### config.mk
export PLATFORM = sky130hd
export DESIGN_NAME = biphase_mark_decode_flat
export DESIGN_NICKNAME = d
export VERILOG_FILES = /design/src/rtl/biphase_mark_pkg.sv /design/src/rtl/biphase_mark_decode_if.sv /design/src/rtl/bmc_preamble_match.sv /design/src/rtl/biphase_mark_decode.sv /design/src/flat_wrapper.sv
export SDC_FILE = /design/constraint.sdc
export NUM_CORES = 1
export LEC_CHECK = 0
export CAP_MARGIN = 10
export CORE_MARGIN = 8
export CORE_UTILIZATION = 51
export CTS_BUF_LIST = sky130_fd_sc_hd__clkbuf_8 sky130_fd_sc_hd__clkbuf_16
export CTS_CLUSTER_DIAMETER = 30
export CTS_CLUSTER_SIZE = 20
export DETAILED_ROUTE_END_ITERATION = 6
export PLACE_DENSITY = 0.75
export SKIP_LAST_GASP = 1
export SLEW_MARGIN = 20
export SYNTH_ARGS = -nofsm -noshare
export SYNTH_HDL_FRONTEND = slang
export SYNTH_SLANG_ARGS = --single-unit
### constraint.sdc
create_clock -name clk -period 2.2 [get_ports clk]
set_input_delay 0.55 -clock clk [delete_from_list [all_inputs] [get_ports clk]]
set_output_delay 0.55 -clock clk [all_outputs]
set_load 0.01 [all_outputs]
### src/rtl/biphase_mark_pkg.sv
// Shared definitions for the biphase-mark (S/PDIF) subframe decoder.
// - Preamble codes in first-cell-first order (oldest cell in the MSB).
// - Decoder state encoding.
// - Default block and subframe geometry.
// - A polarity-insensitive code compare helper.
package biphase_mark_pkg;

    localparam int unsigned DEFAULT_FRAMES_PER_BLOCK = 192;
    localparam int unsigned DEFAULT_SUBFRAME_CELLS   = 64;
    localparam int unsigned PREAMBLE_CELLS           = 8;
    localparam int unsigned FRAME_CNT_W              = 8;

    localparam logic [7:0] PREAMBLE_Z = 8'hE8;
    localparam logic [7:0] PREAMBLE_X = 8'hE2;
    localparam logic [7:0] PREAMBLE_Y = 8'hE4;

    typedef enum logic [1:0] {
        HUNT,
        DATA,
        PRE
    } state_e;

    // The line polarity is unknown, so a preamble also matches in its inverted form.
    function automatic logic code_match(input logic [7:0] window, input logic [7:0] code);
        return (window == code) || (window == ~code);
    endfunction

endpackage

### src/rtl/biphase_mark_decode_if.sv
// Cell-in / bit-out bundle of the biphase-mark decoder.
//   vin            cell valid; a cell is consumed only while vin=1
//   din            biphase-mark cell level
//   dout           decoded bit, meaningful while vout=1
//   vout           one-cycle strobe per decoded bit
//   frame_counter  frame index 0..191 inside the channel-status block
//   channel        0 = channel A (Z/X preamble), 1 = channel B (Y preamble)
// master: the side that supplies cells and collects bits; slave: the decoder.
interface biphase_mark_decode_if;
    import biphase_mark_pkg::*;

    logic                   vin;
    logic                   din;
    logic                   dout;
    logic                   vout;
    logic [FRAME_CNT_W-1:0] frame_counter;
    logic                   channel;

    modport master (
        output vin,
        output din,
        input  dout,
        input  vout,
        input  frame_counter,
        input  channel
    );

    modport slave (
        input  vin,
        input  din,
        output dout,
        output vout,
        output frame_counter,
        output channel
    );

endinterface

### src/rtl/bmc_preamble_match.sv
// Combinational preamble classifier for an 8-cell window.
//   window  8 cells, oldest in the MSB
//   is_z    window is the Z (block start) preamble, either polarity
//   is_x    window is the X (channel A) preamble, either polarity
//   is_y    window is the Y (channel B) preamble, either polarity
module bmc_preamble_match
    import biphase_mark_pkg::*;
(
    input  logic [7:0] window,
    output logic       is_z,
    output logic       is_x,
    output logic       is_y
);

    assign is_z = code_match(window, PREAMBLE_Z);
    assign is_x = code_match(window, PREAMBLE_X);
    assign is_y = code_match(window, PREAMBLE_Y);

endmodule

### src/rtl/biphase_mark_decode.sv
// S/PDIF subframe decoder. Takes one biphase-mark cell per valid clock, locks on a Z
// preamble, decodes time slots 4..31 into a serial bit stream and tags every bit with
// its channel and frame index inside the 192-frame block.
//   clk   system clock, rising edge
//   rst   asynchronous, active-high reset
//   bus   biphase_mark_decode_if slave: vin/din in, dout/vout/frame_counter/channel out
module biphase_mark_decode
    import biphase_mark_pkg::*;
#(
    parameter int unsigned FRAMES_PER_BLOCK = DEFAULT_FRAMES_PER_BLOCK,
    parameter int unsigned SUBFRAME_CELLS   = DEFAULT_SUBFRAME_CELLS
) (
    input logic                  clk,
    input logic                  rst,
    biphase_mark_decode_if.slave bus
);

    localparam int unsigned CntW = $clog2(SUBFRAME_CELLS);

    localparam logic [CntW-1:0] CntFirstData = CntW'(PREAMBLE_CELLS);
    localparam logic [CntW-1:0] CntLastPre   = CntW'(PREAMBLE_CELLS - 1);
    localparam logic [CntW-1:0] CntLastData  = CntW'(SUBFRAME_CELLS - 1);

    localparam logic [FRAME_CNT_W-1:0] FrameLast = FRAME_CNT_W'(FRAMES_PER_BLOCK - 1);

    state_e                    state_q;
    logic [CntW-1:0]           cell_cnt_q;
    logic [PREAMBLE_CELLS-1:0] shreg_q;
    logic                      dout_q;
    logic                      vout_q;
    logic [FRAME_CNT_W-1:0]    frame_q;
    logic                      channel_q;

    logic [PREAMBLE_CELLS-1:0] window;
    logic                      is_z;
    logic                      is_x;
    logic                      is_y;
    logic                      cell_edge;

    // Window including the cell being consumed, so a preamble is recognised on its last cell.
    assign window = {shreg_q[PREAMBLE_CELLS-2:0], bus.din};

    // Level change against the previous cell. On the first cell of a pair this is the
    // mandatory boundary transition; on the second cell it is the decoded bit value.
    assign cell_edge = bus.din ^ shreg_q[0];

    bmc_preamble_match u_preamble_match (
        .window (window),
        .is_z   (is_z),
        .is_x   (is_x),
        .is_y   (is_y)
    );

    always_ff @(posedge clk or posedge rst) begin
        if (rst) begin
            state_q    <= HUNT;
            cell_cnt_q <= '0;
            shreg_q    <= '0;
            dout_q     <= 1'b0;
            vout_q     <= 1'b0;
            frame_q    <= '0;
            channel_q  <= 1'b0;
        end else begin
            vout_q <= 1'b0;
            if (bus.vin) begin
                shreg_q <= window;
                unique case (state_q)
                    HUNT: begin
                        // Only a block start may lock, so frame_counter is known.
                        if (is_z) begin
                            state_q    <= DATA;
                            cell_cnt_q <= CntFirstData;
                            frame_q    <= '0;
                            channel_q  <= 1'b0;
                        end
                    end
                    DATA: begin
                        if (!cell_cnt_q[0]) begin
                            if (cell_edge) begin
                                cell_cnt_q <= cell_cnt_q + 1'b1;
                            end else begin
                                state_q    <= HUNT;
                                cell_cnt_q <= '0;
                            end
                        end else begin
                            dout_q <= cell_edge;
                            vout_q <= 1'b1;
                            if (cell_cnt_q == CntLastData) begin
                                state_q    <= PRE;
                                cell_cnt_q <= '0;
                            end else begin
                                cell_cnt_q <= cell_cnt_q + 1'b1;
                            end
                        end
                    end
                    PRE: begin
                        if (cell_cnt_q != CntLastPre) begin
                            cell_cnt_q <= cell_cnt_q + 1'b1;
                        end else if (is_z || is_x || is_y) begin
                            state_q    <= DATA;
                            cell_cnt_q <= CntFirstData;
                            if (is_z) begin
                                frame_q   <= '0;
                                channel_q <= 1'b0;
                            end else if (is_x) begin
                                frame_q   <= (frame_q == FrameLast) ? '0 : frame_q + 1'b1;
                                channel_q <= 1'b0;
                            end else begin
                                channel_q <= 1'b1;
                            end
                        end else begin
                            state_q    <= HUNT;
                            cell_cnt_q <= '0;
                        end
                    end
                    default: begin
                        state_q    <= HUNT;
                        cell_cnt_q <= '0;
                    end
                endcase
            end
        end
    end

    assign bus.dout          = dout_q;
    assign bus.vout          = vout_q;
    assign bus.frame_counter = frame_q;
    assign bus.channel       = channel_q;

endmodule

### src/flat_wrapper.sv
// flat-port wrapper written by rule: the top's interface ports become plain ports
module biphase_mark_decode_flat import biphase_mark_pkg::*;
#(
    parameter int unsigned FRAMES_PER_BLOCK = DEFAULT_FRAMES_PER_BLOCK,
    parameter int unsigned SUBFRAME_CELLS   = DEFAULT_SUBFRAME_CELLS
)
  (clk, rst, bus_vin, bus_din, bus_dout, bus_vout, bus_frame_counter, bus_channel);
  biphase_mark_decode_if bus_i ();
  input logic clk;
  input logic rst;
  input wire logic [$bits(bus_i.vin)-1:0] bus_vin;
  input wire logic [$bits(bus_i.din)-1:0] bus_din;
  output wire logic [$bits(bus_i.dout)-1:0] bus_dout;
  output wire logic [$bits(bus_i.vout)-1:0] bus_vout;
  output wire logic [$bits(bus_i.frame_counter)-1:0] bus_frame_counter;
  output wire logic [$bits(bus_i.channel)-1:0] bus_channel;
  assign bus_i.vin = bus_vin;
  assign bus_i.din = bus_din;
  assign bus_dout = bus_i.dout;
  assign bus_vout = bus_i.vout;
  assign bus_frame_counter = bus_i.frame_counter;
  assign bus_channel = bus_i.channel;
  biphase_mark_decode #(.FRAMES_PER_BLOCK(FRAMES_PER_BLOCK), .SUBFRAME_CELLS(SUBFRAME_CELLS)) u_core (.clk(clk), .rst(rst), .bus(bus_i));
endmodule
# After elaboration in Yosys (flattened, before gate mapping)
# Cells that the tools add are included.
# Widths: inputs -> output; s select.
# totals
ff_bits	26
latchBits	0
mem_bits_rw	0
romBits	0
in_bits	4
output_inout_bits	11
elab_cells	69
mem_count	0
# classes
add_sub_neg	2
n_mul	0
div_mod_pow	0
magnitude_cmp	0
n_eq_ne	17
shift	0
muxes	30
bitwise	1
n_reduce_logical	12
# op_table
cell	count
$mux 8	6
$eq 8x8->1 const B	4
$mux 6	5
$eq 8x5->1 const B	3
$pmux 6 s3	1
$pmux 8 s2	1
$mux 2	5
$reduce_and 5->1	2
$mux 1	9
$add 8x1->8 const B	1
$add 6x1->6 const B	1
$eq 6x6->1 const B	1
$ne 6x3->1 const B	1
$pmux 2 s3	1
$reduce_and 6->1	1
$logic_or 1x1->1	5
$mux 4	1
$ne 2x1->1 const B	2
$ne 3x1->1 const B	1
$ne 3x2->1 const B	1
$ne 3x3->1 const B	1
$reduce_and 3->1	1
$eq 2x1->1 const B	1
$eq 2x2->1 const B	1
other kinds (6)	6

# Depth between registers and ports, before layout
# depth
word_depth	7
ltp_mapped	7
mapped_depth_nobuf	7

# Hierarchy
# From an unflattened synthesis, not the netlist that was laid out.
# hier_totals
hier_cells	161
hier_area_um2	1529.0
# by_module_without_submodules
mod	n_inst	cells_each	area_each_um2	seq_area_each_um2
biphase_mark_decode	1	148	1430.1	650.6
bmc_preamble_match	1	13	98.8	0.0

# Worst setup path after synthesis
# Ideal clock, no wire load.
# synth_path
path_type	reg2reg
from	register u_core.cell_cnt_q[0]
to	register u_core.frame_q[3] (netlist: u_core.bus.frame_counter[3])
setup_time_ps	122
arrival_time_ps	2319
required_ps	2078
slack_ps	-241
path_stages_with_launch	7
n_path_buf	0
synth_period_minus_slack_ps	2441
path_cell_list	dfrtp_1 > ha_1 > or4bb_1 > or2_2 > a211o_4 > a221o_1 > a32o_1
# synth_via
elab_chain_cells	3
# synth_rtl
element	line_no	text
start, declared	biphase_mark_decode.sv:27	logic [CntW-1:0] cell_cnt_q;
start signal, assigned	biphase_mark_decode.sv:72	cell_cnt_q <= CntFirstData;
start signal, assigned	biphase_mark_decode.sv:80	cell_cnt_q <= cell_cnt_q + 1'b1;
start signal, assigned	biphase_mark_decode.sv:92	cell_cnt_q <= cell_cnt_q + 1'b1;
$ne 6x3->1	biphase_mark_decode.sv:97	if (cell_cnt_q != CntLastPre) begin
$ne 2x2->1 (no source line)	--	
$reduce_and 6->1 (no source line)	--	
end signal, assigned	biphase_mark_decode.sv:106	frame_q <= (frame_q == FrameLast) ? '0 : frame_q + 1'b1;
end, declared	biphase_mark_decode.sv:31	logic [FRAME_CNT_W-1:0] frame_q;
# Every way passes these cells.
# A chain may end at the register's enable or synchronous reset.

# Worst setup path after layout
# layout_path
from	register u_core.shreg_q[6]
to	register u_core.frame_q[3] (netlist: u_core.bus.frame_counter[3])
# layout_via
elab_chain_cells	6
elab_cells_between_ends	19
classes_between	9 x eq/ne; 4 x mux; 6 x reduce/logical
# layout_rtl
element	line_no	text
start, declared	biphase_mark_decode.sv:28	logic [PREAMBLE_CELLS-1:0] shreg_q;
start signal, assigned	biphase_mark_decode.sv:66	shreg_q <= window;
$eq 8x8->1 / $eq 8x5->1 (equally long branches)	biphase_mark_pkg.sv:25	return (window == code) || (window == ~code);
$logic_or 1x1->1	biphase_mark_pkg.sv:25	
$mux 8 / $logic_or 1x1->1 (equally long branches)	biphase_mark_decode.sv:102, biphase_mark_decode.sv:99	
$mux 8 / $logic_or 1x1->1 (equally long branches)	biphase_mark_decode.sv:99	end else if (is_z || is_x || is_y) begin
$mux 8 / $ne 2x1->1 (equally long branches)	--	
$pmux 8 s2 / $reduce_and 6->1 (equally long branches)	--	
# Parallel ways exist; a longest one is shown, timed or not. The select of a mux whose other input is x is not followed.

==> impl_metrics.json <==
{
  "synth_top_flop_cell": "dfrtp_1",
  "total_power_per_unit_cell_area_nw_per_um2": 726,
  "die_width_um": 72.1,
  "syn-num-nets": 180,
  "gr-usage-all-layers_pct": 16.1,
  "global_route.overflow_total": 0,
  "critical_path.startpoint_type": "register",
  "power_mw": 1.54,
  "place.detailed.hpwl_um": 2900,
  "cts_buffers": 3,
  "hold-path-endpoint": "u_core.bus.dout$_DFFE_PP0P_",
  "outcome": "finished with violations",
  "yosys.area.top_type": "dfrtp_1",
  "worst_clock_skew_ns": 0.00468,
  "yosys.area_share.adder_pct": 4.68,
  "chipHeight_um": 72.1,
  "yosys_warnings": 0,
  "route.detailed.drc": 0,
  "finalNetCount": 222,
  "rsz0062_at_grt": "true",
  "async_reset_ff_share_pct": 100,
  "multiplexer_share_of_the_synthesized_area_pct": 6.79,
  "area_growth_syn_to_layout_pct": 32.6,
  "routedWlPerCell_um": 16.1,
  "insertion_delay_ns": 0.27,
  "detailroute.via_count": 1536,
  "crit_path_max_fanout": 5,
  "rr_startpoint": "u_core.shreg_q[6]$_DFFE_PP0P_",
  "count_of_endpoints_failing_hold_in_the_final_timing_report": 0,
  "clkSinkCount": 26,
  "post-route-min-period_ns": 2.35,
  "synth_cells": 170,
  "setup_ws_ns": -0.150,
  "n_antenna_cell": 0,
  "worst_hold_path_type": "reg -> reg",
  "upper_clock_frequency_limit_ghz": 0.425,
  "initial_core_util_pct": 53.0,
  "failed_checks": "setup timing",
  "edff_count_synth": 0,
  "rows": 20,
  "grt_first_pass_wirelength_um": 6880,
  "ys_ff_latch": 26,
  "final_max_slew_viol_count": 0,
  "synth_top_area_share_pct": 40.6,
  "worst_r2r_path_depth": 5,
  "whs_ns": 0.526,
  "syn-mean-instance-area_um2": 9.44,
  "vias_per_cell": 6.02,
  "synth.top_cells.by_area": "dfrtp_1 41%, mux2_2 4.9%, ha_1 4.7%",
  "place_worst_setup_slack_ns": -0.626,
  "critical_path.endpoint_type": "register",
  "hold-path-cell-count": 1,
  "cts.clk_slew.worst_paths_ns": 0.09,
  "hold_fix_buffers_cts": 0,
  "synthesis.area_um2": 1600,
  "startpoint": "u_core.shreg_q[6]$_DFFE_PP0P_",
  "design.die.area_um2": 5200,
  "wl_um": 4100,
  "share_of_cells_above_drive_strength_1_pct": 26.1,
  "antenna_found_initial": 0,
  "drv_cap": 0,
  "worst_ep_required_time_ns": 2.36,
  "synth_commonest_cells": "26 x dfrtp_1, 16 x nand2_1, 11 x inv_1",
  "antenna_violating_nets_post_route": 0,
  "post_layout_nonfiller_instances": 255,
  "tritoncts_clock_tree": "built",
  "cts-root-to-sink-buffers": 2,
  "arrival_ns": 2.51,
  "root_buffer": "clkbuf_8",
  "cell_total_after_placement": 249,
  "design.core.area_um2": 3030,
  "reg2reg_setup_slack_ns": -0.15,
  "grt_max_degree": 27,
  "seq_area_frac_synth_pct": 40.6,
  "buffers_on_ports": 14,
  "synth_compound_area_share_pct": 22.2,
  "power.leakage_nw": 0.912,
  "final_min_period_over_clock_period_pct": 107,
  "finalSetupViolCount": 8,
  "gp_congestion": 0.887,
  "synth-xor-area-share_pct": 0.546,
  "largest_family_of_logic_cells_by_synthesized_area": "compound AO/OA/AOI/OAI gates",
  "htree_levels": 1,
  "synthSimpleGateAreaFrac_pct": 21.2,
  "worst-slew-pin-transition_ns": 0.358,
  "max_slew_margin_pct": 75.9,
  "path_class": "reg -> reg",
  "max-vdd-ir-drop_mv": 0.446,
  "fin_util_pct": 70.2,
  "rr_endpoint": "u_core.bus.frame_counter[3]$_DFFE_PP0P_",
  "via_count_of_the_first_global_routing_pass": 1567,
  "post-synth-top-count-cell": "dfrtp_1",
  "hp-start": "u_core.bus.dout$_DFFE_PP0P_",
  "yosys.cell_types.count": 49,
  "io_pins": 15,
  "firstDrtPassIters": 4,
  "drtIter0Drc": 98
}
==> power by group <==
part / internal, mW / total (mW) / leakage (nW) / switching (mW)
sequential: 0.570 / 0.668 / 0.330 / 0.0982
combinational: 0.247 / 0.477 / 0.547 / 0.229
clock: 0.244 / 0.399 / 0.0357 / 0.155
==> cells by family after synthesis <==
kind of cell             count (synthesis)
AND/OR/NAND/NOR                         61
AO/OA/AOI/OAI                           49
flip-flops                              26
buffers and inverters                   17
multiplexers                            10
adder cells (fa/ha/maj)                  6
XOR/XNOR                                 1
==> routing by layer <==
| metal | routed length, µm | share of wire [%] | up-vias | GRT usage (%) |
|---|---|---|---|---|
| met5 | 0 | 0 | - | 0 |
| met4 | 66 | 1.6 | 0 | 7.48 |
| met3 | 305 | 7.4 | 8 | 3.58 |
| met2 | 2080 | 51 | 63 | 28.1 |
| met1 | 1650 | 40 | 746 | 18.2 |
| li1 | - | - | 719 | - |
==> worst max-delay path: stages (launching register included) <==
cell and delay, ns:
dfrtp_1 0.38, or4b_4 0.55, or3b_4 0.40, a211o_4 0.38, a221o_1 0.33, a32o_1 0.20
==> registers in the layout, summed over array words and instances, names as in the netlist <==
register                  flops
u_core.state_q                2
u_core.bus.frame_counter      8
u_core.bus.channel            1
u_core.shreg_q                7
u_core.bus.vout               1
u_core.bus.dout               1
u_core.cell_cnt_q             6
==> layout make-up <==
class	count	area, µm²
Clock buffer	3	41.3
Clock inverter	1	30.0
Fill cell	238	901
Inverter	11	41.3
Multi-Input combinational cell	127	951
Sequential cell	26	652
Tap cell	44	55.1
Timing Repair Buffer	43	357
==> cell usage in the layout (no fill, tap or decap), types with 2 or more instances in the layout <==
| cell | count |
|---|---|
| a21oi_1 | 8 |
| a31oi_1 | 4 |
| a32o_1 | 2 |
| and3_1 | 3 |
| buf_4 | 29 |
| clkbuf_8 | 3 |
| clkdlybuf4s50_1 | 13 |
| dfrtp_1 | 25 |
| ha_1 | 4 |
| inv_1 | 11 |
| mux2_2 | 7 |
| mux2i_1 | 3 |
| nand2_1 | 16 |
| nand2b_1 | 2 |
| nand3_1 | 8 |
| nand3b_1 | 4 |
| nand4_1 | 2 |
| nand4b_1 | 3 |
| nor2_1 | 9 |
| nor2b_1 | 2 |
| nor3_1 | 3 |
| o21ai_0 | 10 |
| o22a_1 | 2 |
| o22ai_1 | 4 |
| or3_4 | 2 |
==> worst max-delay path by stage <==
stage	slack, ns	cells after the start	endpoint
floorplan	-0.1	5	u_core.bus.frame_counter[3]$_DFFE_PP0P_
global placement	-0.57	7	u_core.bus.frame_counter[3]$_DFFE_PP0P_
detailed placement	-0.63	7	u_core.bus.frame_counter[3]$_DFFE_PP0P_
CTS	-0.13	5	u_core.bus.frame_counter[3]$_DFFE_PP0P_
global route	-0.18	5	u_core.bus.frame_counter[3]$_DFFE_PP0P_
finish	-0.15	5	u_core.bus.frame_counter[3]$_DFFE_PP0P_
==> stage by stage <==
| step | setup TNS [ns] | area (µm²) |
|---|---|---|
| after floorplan | -0.171 | 1620 |
| after global placement | -6.03 | 2000 |
| after detailed placement | -6.93 | 2000 |
| after CTS | -0.413 | 2090 |
| after global routing | -1.11 | 2130 |
| final | -0.504 | 2130 |
==> repair_timing <==
item | in CTS | in global routing
setup endpoints to repair | 13 | 10
pin swaps | 2 | 8
setup buffers | 1 | 1
resized for setup | 4 | 6
Power figures use the tool's default switching activity.
